`src/rtl/binary_mul_pkg.sv`:
```
// Shared definitions for the 4x4 unsigned multiplier / accumulator path:
// default widths, accumulator width derivation and accumulator FSM encoding.
package binary_mul_pkg;

    localparam int P_W_DEF     = 8;
    localparam int ACC_LEN_DEF = 16;

    // Exact sum width: ACC_LEN products of P_W bits can never overflow it.
    function automatic int acc_w(input int p_w, input int acc_len);
        return p_w + $clog2(acc_len);
    endfunction

    typedef enum logic {
        ST_ACCUM = 1'b0,
        ST_HOLD  = 1'b1
    } acc_state_t;

endpackage

```
`src/rtl/binary_mul_acc_uni_if.sv`:
```
// Product input and result output handshakes of the accumulate stage.
// master = surrounding datapath (upstream product source + downstream sink), slave = accumulator.
interface binary_mul_acc_uni_if
    import binary_mul_pkg::*;
#(
    parameter int P_W   = P_W_DEF,
    parameter int ACC_W = acc_w(P_W_DEF, ACC_LEN_DEF)
) ();

    logic [P_W-1:0]   p_in;
    logic             p_valid;
    logic             p_ready;
    logic [ACC_W-1:0] acc_out;
    logic             acc_valid;
    logic             acc_ready;

    modport master (
        output p_in, p_valid, acc_ready,
        input  p_ready, acc_out, acc_valid
    );

    modport slave (
        input  p_in, p_valid, acc_ready,
        output p_ready, acc_out, acc_valid
    );

endinterface

```
`src/rtl/binary_mul_acc_uni.sv`:
```
// Sums ACC_LEN consecutive accepted unsigned products into one result and
// presents it on a valid/ready output with backpressure.
module binary_mul_acc_uni
    import binary_mul_pkg::*;
#(
    parameter int P_W     = P_W_DEF,
    parameter int ACC_LEN = ACC_LEN_DEF
) (
    input  logic                       clk,
    input  logic                       rst_n,
    input  logic                       en,
    input  logic                       clr,
    binary_mul_acc_uni_if.slave        bus,
    output logic [$clog2(ACC_LEN)-1:0] cnt
);

    localparam int ACC_W = acc_w(P_W, ACC_LEN);
    localparam int CNT_W = $clog2(ACC_LEN);
    localparam logic [CNT_W-1:0] CNT_LAST = CNT_W'(ACC_LEN - 1);

    acc_state_t       state;
    logic [ACC_W-1:0] sum;
    logic [ACC_W-1:0] sum_nxt;
    logic             accept;
    logic             last_accept;

    // acc_valid is a pure decode of the state register, so it is glitch-free.
    assign bus.acc_valid = (state == ST_HOLD);
    assign bus.p_ready   = en & (~bus.acc_valid | bus.acc_ready) & ~clr;

    assign accept      = bus.p_valid & bus.p_ready;
    assign last_accept = accept & (cnt == CNT_LAST);
    assign sum_nxt     = sum + ACC_W'(bus.p_in);

    always_ff @(posedge clk or negedge rst_n) begin
        if (!rst_n) begin
            state       <= ST_ACCUM;
            sum         <= '0;
            cnt         <= '0;
            bus.acc_out <= '0;
        end else begin
            if (clr) begin
                sum <= '0;
                cnt <= '0;
            end else if (last_accept) begin
                sum         <= '0;
                cnt         <= '0;
                bus.acc_out <= sum_nxt;
            end else if (accept) begin
                sum <= sum_nxt;
                cnt <= cnt + 1'b1;
            end

            // In HOLD an accept implies acc_ready, so a final accept there is a back-to-back result.
            case (state)
                ST_ACCUM: if (last_accept)                  state <= ST_HOLD;
                ST_HOLD:  if (bus.acc_ready && !last_accept) state <= ST_ACCUM;
                default:                                     state <= ST_ACCUM;
            endcase
        end
    end

endmodule

```
`src/flat_wrapper.sv`:
```
// flat-port wrapper written by rule: the top's interface ports become plain ports
module binary_mul_acc_uni_flat import binary_mul_pkg::*;
#(
    parameter int P_W     = P_W_DEF,
    parameter int ACC_LEN = ACC_LEN_DEF
)
  (clk, rst_n, en, clr, cnt, bus_p_in, bus_p_valid, bus_acc_ready, bus_p_ready, bus_acc_out, bus_acc_valid);
  binary_mul_acc_uni_if #(.P_W(P_W), .ACC_W((12))) bus_i ();
  input  logic clk;
  input  logic rst_n;
  input  logic en;
  input  logic clr;
  output logic [$clog2(ACC_LEN)-1:0] cnt;
  input wire logic [$bits(bus_i.p_in)-1:0] bus_p_in;
  input wire logic [$bits(bus_i.p_valid)-1:0] bus_p_valid;
  input wire logic [$bits(bus_i.acc_ready)-1:0] bus_acc_ready;
  output wire logic [$bits(bus_i.p_ready)-1:0] bus_p_ready;
  output wire logic [$bits(bus_i.acc_out)-1:0] bus_acc_out;
  output wire logic [$bits(bus_i.acc_valid)-1:0] bus_acc_valid;
  assign bus_i.p_in = bus_p_in;
  assign bus_i.p_valid = bus_p_valid;
  assign bus_i.acc_ready = bus_acc_ready;
  assign bus_p_ready = bus_i.p_ready;
  assign bus_acc_out = bus_i.acc_out;
  assign bus_acc_valid = bus_i.acc_valid;
  binary_mul_acc_uni #(.P_W(P_W), .ACC_LEN(ACC_LEN)) u_core (.clk(clk), .rst_n(rst_n), .en(en), .clr(clr), .bus(bus_i), .cnt(cnt));
endmodule
```
`config.mk`:
```
export PLATFORM = sky130hd
export DESIGN_NAME = binary_mul_acc_uni_flat
export DESIGN_NICKNAME = d
export VERILOG_FILES = /design/src/rtl/binary_mul_pkg.sv /design/src/rtl/binary_mul_acc_uni_if.sv /design/src/rtl/binary_mul_acc_uni.sv /design/src/flat_wrapper.sv
export SDC_FILE = /design/constraint.sdc
export NUM_CORES = 1
export LEC_CHECK = 0
export ABC_CLOCK_PERIOD_IN_PS = 2900
export CORE_ASPECT_RATIO = 0.9
export CORE_MARGIN = 5
export CORE_UTILIZATION = 32
export CTS_CLUSTER_SIZE = 24
export DETAILED_ROUTE_END_ITERATION = 7
export PLACE_DENSITY_LB_ADDON = 0.15
export SYNTH_ARGS = -nofsm -noshare
export SYNTH_HDL_FRONTEND = slang
export SYNTH_SLANG_ARGS = --single-unit
```
`constraint.sdc`:
```
create_clock -name clk -period 2.9 [get_ports clk]
set_clock_uncertainty 0.15 [all_clocks]
set_input_delay 0.58 -clock clk [delete_from_list [all_inputs] [get_ports clk]]
set_output_delay 0.58 -clock clk [all_outputs]
set_load 0.01 [all_outputs]
```
==> impl_metrics.json, run 1 <==
{
  "postSynth.asyncResetShare_pct": 100,
  "crit_path_start_kind": "input pin",
  "final-seq-area_sq_um": 726,
  "cts-root-buf": "clkbuf_8",
  "synthDistinctLibCells": 36,
  "ios": 32,
  "outcome": "finished, final reports clean",
  "synth_top_area_share_pct": 44.4,
  "core_area_sq_um": 4890,
  "critPathKind": "in -> out",
  "grt_pass1_vias": 1372,
  "setup_tns_ns": 0,
  "synth-edff-count": 0,
  "rsz0062_at_grt": "false",
  "leakagePower_nw": 0.948,
  "postCtsSetupBuffers": 0,
  "nets": 215,
  "cts-resized-gates": 0,
  "min_period_ns": 2.63,
  "drt_iter0_drc": 103,
  "num_rows": 24,
  "fin_util_pct": 43.3,
  "cp.arrival_ns": 1.90,
  "yosysWarningCount": 0,
  "antenna_found_initial": 0,
  "synthTopCellsByArea": "dfrtp_1 44%, ha_1 6.9%, xnor2_1 4.3%",
  "synth-compound-area-share_pct": 19.1,
  "grt_usage_pct": 11.9,
  "synth_top_cell_by_area": "dfrtp_1",
  "max_stage_delay_ns": 0.54,
  "placed_area_sq_um": 2030,
  "hp-class": "reg -> reg",
  "synthXorXnorAreaFrac_pct": 5.90,
  "maxSlewHeadroom_pct": 73.3,
  "yosys.area_share.simple_pct": 13.0,
  "antennaDiodeCount": 0,
  "via_count": 1265,
  "syn_area_sq_um": 1630,
  "dp_hpwl_um": 2640,
  "tightest_slew_ns": 0.398,
  "routedWlPerCell_um": 14.1,
  "gp_congestion": 0.746,
  "cts.clk_slew.worst_paths_ns": 0.06,
  "synth.top_cells.by_count": "29 x dfrtp_1, 15 x nand2_1, 10 x a21oi_1, 10 x o21ai_0, 9 x ha_1",
  "cp_cell_sequence": "clkdlybuf4s50_1 -> nand2b_4 -> nand2_1 -> nor2_1 -> clkdlybuf4s50_1",
  "via_per_inst": 4.94,
  "htreeDepth": 2,
  "clk_latency_ns": 0.28,
  "die_y_um": 77.8,
  "synthesis.instances": 152,
  "syn-num-nets": 176,
  "max-cap-violations": 0,
  "setup_viol": 0,
  "yosys_register_bits": 29,
  "critPathMostFrequentCell": "clkdlybuf4s50_1",
  "grt_overflow": 0,
  "critPathMaxFanout": 6,
  "grt_max_degree": 30,
  "detail-route-antenna-nets": 0,
  "critPathRequiredTime_ns": 2.17,
  "cts_hold_buf": 0,
  "cts_tree": "yes",
  "design.die.area_sq_um": 6640,
  "synth_top_family_by_area": "compound AO/OA/AOI/OAI gates",
  "multi_input_area_sq_um": 857,
  "crit_slowest_cell": "clkdlybuf4s50_1",
  "holdWs_ns": 0.326,
  "fmax_mhz": 380,
  "synth_flop_cell": "dfrtp_1",
  "crit_path_end_kind": "primary output",
  "grt_pass1_wl_um": 6380,
  "synth_mux_area_share_pct": 6.36,
  "yosysMostFrequentCell": "dfrtp_1",
  "drive_gt1_share_pct": 13.1,
  "drtPass1Iterations": 4,
  "syn_area_per_cell_sq_um": 10.8,
  "initial_core_util_pct": 33.4,
  "area_delta_synth_final_pct": 29.8,
  "synth_fa_ha_area_share_pct": 8.12,
  "routed_wl_um": 3620,
  "clock_path_buffers": 2,
  "hold_viol_final": 0,
  "power.density_nw_per_um2": 426,
  "fill_cells": 458,
  "finalCritPeriodShare_pct": 90.7,
  "numCtsBuffers": 5,
  "portBuffers": 31,
  "reg2reg_slack_ns": 0.68,
  "drc": 0,
  "finalMaxSlewViolations": 0,
  "die_x_um": 85.3,
  "ys_seq_area_share_pct": 44.4,
  "clock_sinks": 29,
  "final_area_sq_um": 2120,
  "irDropWorstVdd_uv": 202
}
-- registers in the layout, indices dropped and copies added (netlist names) --
name	flops
u_core.bus.acc_valid	1
u_core.sum	12
u_core.cnt	4
u_core.bus.acc_out	12
-- layout by cell type (no fill, tap or decap) --
cell and instances:
a211oi_1 1, a211oi_2 1, a21o_1 2, a21oi_1 10, a22o_1 7, a2bb2oi_1 1
a31oi_1 4, buf_4 5, clkbuf_1 1, clkbuf_8 6, clkdlybuf4s50_1 31, dfrtp_1 29
fa_1 1, ha_1 9, inv_1 6, mux2_1 3, mux2_4 4, mux2i_1 1
nand2_1 15, nand2b_1 2, nand2b_4 1, nand3_1 1, nand4_1 3, nand4_4 1
nor2_1 7, nor2b_1 3, nor3_1 1, nor3_2 1, o211ai_1 1, o211ai_2 1
o21ai_0 10, o21ai_1 2, o21ai_2 4, o311ai_2 1, or3_1 4, xnor2_1 8
xor2_1 3
-- through the flow --
stage | setup WS, ns | std cells | total power (W)
detailed placement | 0.0189 | 249 | 0.000575
floorplan | 0.605 | 152 | 0.000517
finish | 0.268 | 256 | 0.000903
global placement | 0.0399 | 249 | 0.000572
CTS | 0.255 | 256 | 0.000914
global route | 0.105 | 256 | 0.000946
-- power by group --
part           switching (W)  total, W  internal, W
clock               0.000148  0.000335     0.000188
sequential        0.00000811  0.000423     0.000415
combinational      0.0000774  0.000145    0.0000673
-- cells by family after synthesis --
kind of cell	after synthesis
adders and majority gates	10
and+or+nand+nor	39
AOI/OAI and AO/OA	45
muxes	8
buffers and inverters	10
xor gates and xnor gates	11
DFF	29
-- area by class of cell --
type / count / area share (%)
Clock buffer: 7 / 4.07
Inverter: 6 / 1.06
Multi-Input combinational cell: 113 / 40.4
Sequential cell: 29 / 34.2
Tap cell: 65 / 3.83
Timing Repair Buffer: 36 / 16.4
-- critical path: cells and delay by family --
family	cells	cell delay, ns
buf+inv	2	1.00
simple gates	3	0.31
-- final timing paths --
check                                       start                     end  cells past startpoint
min in group asynchronous                   rst_n   u_core.bus.acc_out[3]                      2
min                        u_core.bus.acc_out[10]  u_core.bus.acc_out[10]                      2
min reg2reg                u_core.bus.acc_out[10]  u_core.bus.acc_out[10]                      2
max                                 bus_acc_ready             bus_p_ready                      5
max reg2reg                         u_core.sum[0]           u_core.sum[8]                      8
max in group asynchronous                   rst_n           u_core.cnt[0]                      2
-- metal layers --
| metal | vias up | GRT usage [%] | part of all wire (%) | routed length (um) |
|---|---|---|---|---|
| li1 | 624 | - | - | - |
| met1 | 606 | 15.6 | 49 | 1760 |
| met2 | 28 | 18.8 | 45 | 1620 |
| met3 | 7 | 3.39 | 5.0 | 181 |
| met4 | 0 | 3.96 | 1.7 | 61 |
| met5 | - | 0 | 0 | 0 |
Power figures use the tool's default switching activity.
==> run 2, diff against run 1 <==
--- a/config.mk
+++ b/config.mk
@@ -5,12 +5,15 @@
 export SDC_FILE = /design/constraint.sdc
 export NUM_CORES = 1
 export LEC_CHECK = 0
+export ABC_AREA = 0
 export ABC_CLOCK_PERIOD_IN_PS = 2900
 export CORE_ASPECT_RATIO = 0.9
 export CORE_MARGIN = 5
 export CORE_UTILIZATION = 32
 export CTS_CLUSTER_SIZE = 24
 export DETAILED_ROUTE_END_ITERATION = 7
+export DONT_BUFFER_PORTS = 1
+export HOLD_SLACK_MARGIN = 0.1
 export PLACE_DENSITY_LB_ADDON = 0.15
 export SYNTH_ARGS = -nofsm -noshare
 export SYNTH_HDL_FRONTEND = slang
==> impl_metrics.json, run 2 (synthesized netlist as in run 1, its figures left out) <==
{
  "outcome": "finished, final reports clean",
  "setup_viol": 0,
  "critPathKind": "reg -> reg",
  "drt_iter0_drc": 68,
  "die_y_um": 77.8,
  "clk_latency_ns": 0.28,
  "grt_max_degree": 30,
  "rsz0062_at_grt": "false",
  "core_area_sq_um": 4890,
  "max-cap-violations": 0,
  "finalMaxSlewViolations": 0,
  "drtPass1Iterations": 4,
  "power.density_nw_per_um2": 495,
  "initial_core_util_pct": 33.4,
  "cts-resized-gates": 0,
  "cts-root-buf": "clkbuf_8",
  "cts_tree": "yes",
  "placed_cells": 216,
  "cts_hold_buf": 2,
  "die_x_um": 85.3,
  "irDropWorstVdd_uv": 272,
  "cts.clk_slew.worst_paths_ns": 0.07,
  "max_stage_delay_ns": 0.68,
  "grt_pass1_vias": 1223,
  "drc": 0,
  "routed_wl_um": 3560,
  "via_count": 1136,
  "nets": 184,
  "reg_top3": "u_core.bus.acc_out (12), u_core.sum (12), u_core.cnt (4)",
  "critPathMaxFanout": 15,
  "p_comb_share_pct": 13.3,
  "post-place-ws_ns": 0.447,
  "fmax_mhz": 447,
  "tightest_slew_ns": 0.741,
  "clock_path_buffers": 2,
  "maxSlewHeadroom_pct": 50.6,
  "crit_path_end_kind": "register",
  "gp_congestion": 0.754,
  "clock_sinks": 29,
  "htreeDepth": 2,
  "dp_hpwl_um": 2540,
  "via_per_inst": 5.03,
  "final_common_cell": "dfrtp_1",
  "power_switching_w": 0.000231,
  "finalCritPeriodShare_pct": 77.1,
  "sw_frac_of_total_pct": 25.3,
  "drive_gt1_share_pct": 16.1,
  "p_int_w": 0.000680,
  "min_path_cells": 1,
  "antenna_found_initial": 0,
  "postCtsSetupBuffers": 0,
  "crit_slowest_cell": "or3_1",
  "reg2reg_slack_ns": 0.66,
  "grt_pass1_wl_um": 6020,
  "power.clock.fraction_pct": 40.1,
  "cp.arrival_ns": 2.24,
  "routedWlPerCell_um": 15.7,
  "layoutNonFillerInstCount": 226,
  "total_power_w": 0.000911,
  "min_period_ns": 2.24,
  "num_rows": 24,
  "ff2ff_path_depth": 4,
  "area_delta_synth_final_pct": 12.6,
  "detail-route-antenna-nets": 0,
  "grt_overflow": 0,
  "design.die.area_sq_um": 6640,
  "hp-class": "in -> reg",
  "final_cell_mix": "29 x dfrtp_1, 15 x nand2_1, 10 x o21ai_0, 10 x a21oi_1, 9 x ha_1",
  "critPathRequiredTime_ns": 2.91,
  "crit_path_start_kind": "register",
  "finalWorstSetupSlack_ns": 0.663,
  "holdWs_ns": 0.209,
  "cp_cell_sequence": "ha_1 -> nand4_4 -> or3_1 -> mux2_1",
  "numCtsBuffers": 5,
  "portBuffers": 0,
  "seqPwrFrac_pct": 46.6,
  "hold_viol_final": 0,
  "ios": 32,
  "antennaDiodeCount": 0,
  "setup_tns_ns": 0,
  "grt_usage_pct": 11.3,
  "leakagePower_nw": 0.848
}
[run 2: changes by cell type in the layout (fill, tap and decap cells not counted), sizes merged]
cell,before,now
clkinv,0,1
clkdlybuf4s50,31,0
buf,5,4
dlygate4sd3,0,1
[run 2: through the flow]
stage	utilization, %	area, sq um
after global placement	34.9	1710
after global routing	37.6	1840
after detailed placement	34.9	1710
after floorplan	-	1630
after CTS	37.6	1840
final	37.6	1840
[run 2: final cells by class]
class / count / area [sq um]
fill: 483 / 3050
multi-input combinational: 113 / 857
sequential: 29 / 726
clock buffer: 7 / 96.3
tap: 65 / 81.3
timing repair buffer: 5 / 52.6
inverter: 6 / 22.5
clock inverter: 1 / 5.00
[run 2: critical path: cells and delay by family, from the launching register on]
family                   cells  cell delay, ns
multiplexers                 1            0.43
flip-flops                   1            0.49
AND/OR/NAND/NOR              2            0.79
adder cells (fa/ha/maj)      1            0.26
[run 2: per-layer routing]
metal | routed length, um | vias to the layer above | track usage (%)
met4 | 31 | 0 | 3.32
met2 | 1570 | 18 | 16.9
met3 | 223 | 5 | 4.56
met5 | 0 | - | 0
li1 | - | 563 | -
met1 | 1730 | 550 | 15.1
[run 2: power groups by stage]
stage                     sequential [W]  clock (W)  combinational, W
after detailed placement        0.000431          0          0.000109
after CTS                       0.000424   0.000384          0.000123
after floorplan                 0.000429          0         0.0000881
final                           0.000424   0.000365          0.000121
after global routing            0.000425   0.000398          0.000138
after global placement          0.000431          0          0.000108
[run 2: final timing paths]
check	start	end
worst max-delay path	u_core.cnt[0]	u_core.bus.acc_out[6]
worst max register to register	u_core.cnt[0]	u_core.bus.acc_out[6]
min in group asynchronous	rst_n	u_core.sum[8]
max in group asynchronous	rst_n	u_core.cnt[0]
worst min register to register	u_core.sum[2]	u_core.sum[2]
worst min-delay path	clr	u_core.cnt[2]
==> run 3, diff against run 2 <==
--- a/config.mk
+++ b/config.mk
@@ -6,7 +6,7 @@
 export NUM_CORES = 1
 export LEC_CHECK = 0
 export ABC_AREA = 0
-export ABC_CLOCK_PERIOD_IN_PS = 2900
+export ABC_CLOCK_PERIOD_IN_PS = 1950
 export CORE_ASPECT_RATIO = 0.9
 export CORE_MARGIN = 5
 export CORE_UTILIZATION = 32
==> constraint.sdc (replaced) <==
create_clock -name clk -period 1.95 [get_ports clk]
set_clock_uncertainty 0.15 [all_clocks]
set_input_delay 0.39 -clock clk [delete_from_list [all_inputs] [get_ports clk]]
set_output_delay 0.39 -clock clk [all_outputs]
set_load 0.01 [all_outputs]
==> impl_metrics.json, run 3 (synthesized netlist as in run 1, its figures left out) <==
{
  "outcome": "finished with violations",
  "violations": "negative setup slack",
  "drt_iter0_drc": 54,
  "layoutNonFillerInstCount": 243,
  "placed_area_sq_um": 1840,
  "finalMaxSlewViolations": 0,
  "die_x_um": 85.3,
  "hold_start": "en",
  "tightest_slew_ns": 0.345,
  "r2r_start": "u_core.sum[0]",
  "met1Wirelength_um": 1770,
  "finalWorstSetupSlack_ns": -0.0489,
  "grt_usage_pct": 12.1,
  "via_count": 1217,
  "fmax_mhz": 500,
  "core_area_sq_um": 4890,
  "critPathKind": "reg -> reg",
  "antennaDiodeCount": 0,
  "portBuffers": 0,
  "routed_wl_um": 3830,
  "min_path_cells": 3,
  "cts-root-buf": "clkbuf_8",
  "ios": 32,
  "hold_viol_final": 0,
  "regToRegEndpoint": "u_core.sum[10]",
  "grt_pass1_wl_um": 6320,
  "final_cell_mix": "29 x dfrtp_1, 18 x buf_4, 15 x nand2_1",
  "reg_top3": "u_core.bus.acc_out (12), u_core.sum (12), u_core.cnt (4)",
  "area_delta_synth_final_pct": 32.8,
  "die_y_um": 77.8,
  "routedWlPerCell_um": 15.8,
  "power.density_nw_per_um2": 668,
  "fill_cells": 466,
  "p_int_w": 0.00107,
  "numCtsBuffers": 5,
  "num_rows": 24,
  "hp-class": "in -> reg",
  "cp.arrival_ns": 2.06,
  "post-place-ws_ns": -0.0975,
  "seqPwrFrac_pct": 43.5,
  "maxSlewHeadroom_pct": 76.9,
  "grt_overflow": 0,
  "finalCritPeriodShare_pct": 103,
  "highest_layer": "met4",
  "drtPass1Iterations": 4,
  "final_area_sq_um": 2170,
  "critPathRequiredTime_ns": 2.01,
  "crit_path_end_kind": "register",
  "critPathMaxFanout": 3,
  "p_comb_share_pct": 18.0,
  "design.die.area_sq_um": 6640,
  "cts_tree": "yes",
  "irDropWorstVdd_uv": 252,
  "clk_latency_ns": 0.28,
  "nets": 201,
  "reg2reg_slack_ns": -0.05,
  "detail-route-antenna-nets": 0,
  "drc": 0,
  "sw_frac_of_total_pct": 26.5,
  "clock_sinks": 29,
  "gp_congestion": 0.749,
  "leakagePower_nw": 0.978,
  "drive_gt1_share_pct": 38.2,
  "cts.clk_slew.worst_paths_ns": 0.06,
  "antenna_found_initial": 0,
  "grt_max_degree": 30,
  "initial_core_util_pct": 33.4,
  "clock_path_buffers": 2,
  "dp_hpwl_um": 2630,
  "total_power_w": 0.00145,
  "via_per_inst": 5.01,
  "htreeDepth": 2,
  "ff2ff_path_depth": 8,
  "setup_viol": 3,
  "wl_met2_um": 1730,
  "holdWs_ns": 0.169,
  "holdPathEnd": "u_core.cnt[2]",
  "met3WireLength_um": 276,
  "min_period_ns": 2.00,
  "max-cap-violations": 0,
  "crit_path_start_kind": "register",
  "power_switching_w": 0.000384,
  "grt_pass1_vias": 1313,
  "placed_cells": 228,
  "rsz0062_at_grt": "true",
  "final_common_cell": "dfrtp_1",
  "power.clock.fraction_pct": 38.4
}
## run 3: repair_timing
item / CTS / global route
resized for setup: 6 / 20
endpoints found under the hold margin: 31 / 0
endpoints found under the setup margin: 11 / 14
hold buffers: 3 / 0
pin swaps: 8 / 6
setup buffers: 2 / 2
## run 3: critical path, cell delays in order, from the launching register on
cell and delay [ns]:
dfrtp_1 0.40, ha_4 0.16, inv_2 0.03, fa_2 0.34, nand2b_4 0.16, a21oi_4 0.18, o21ai_2 0.11, or3_1 0.32
o21ai_1 0.09
## run 3: per-layer routing
layer	global-route usage [%]	up-vias
li1	-	601
met1	14.7	590
met2	18.7	20
met3	5.19	6
met4	5.22	0
met5	0	-
## run 3: area by class of cell
class,count,area [sq um],share of cell area (%)
multi-input combinational,113,1040,48.1
sequential,29,726,33.4
timing repair buffer,22,195,8.99
clock buffer,7,96.3,4.44
tap,65,81.3,3.75
inverter,6,22.5,1.04
clock inverter,1,5.00,0.231
## run 3: through the flow
| stage | utilization (%) | setup TNS, ns |
|---|---|---|
| 2_1_floorplan | - | 0 |
| 3_3_place_gp | 37.6 | -0.247 |
| 3_5_place_dp | 37.6 | -0.425 |
| 4_1_cts | 41.6 | -0.0577 |
| 5_1_grt | 44.4 | -0.420 |
| 6_report | 44.4 | -0.102 |
## run 3: worst max path at each step
stage | startpoint | end | cells past startpoint
5_1_grt | u_core.sum[0] | u_core.sum[10] | 8
3_3_place_gp | bus_p_in[0] | u_core.bus.acc_out[6] | 8
6_report | u_core.sum[0] | u_core.sum[10] | 8
3_5_place_dp | u_core.sum[0] | u_core.sum[10] | 8
2_1_floorplan | bus_p_in[0] | u_core.bus.acc_out[6] | 8
4_1_cts | u_core.sum[0] | u_core.bus.acc_out[6] | 8
## run 3: power groups by stage
| stage | sequential (W) | clock, W | combinational (W) |
|---|---|---|---|
| after floorplan | 0.000638 | 0 | 0.000138 |
| after global placement | 0.000637 | 0 | 0.000190 |
| after detailed placement | 0.000639 | 0 | 0.000193 |
| after CTS | 0.000628 | 0.000578 | 0.000228 |
| after global routing | 0.000633 | 0.000601 | 0.000288 |
| final | 0.000632 | 0.000557 | 0.000262 |
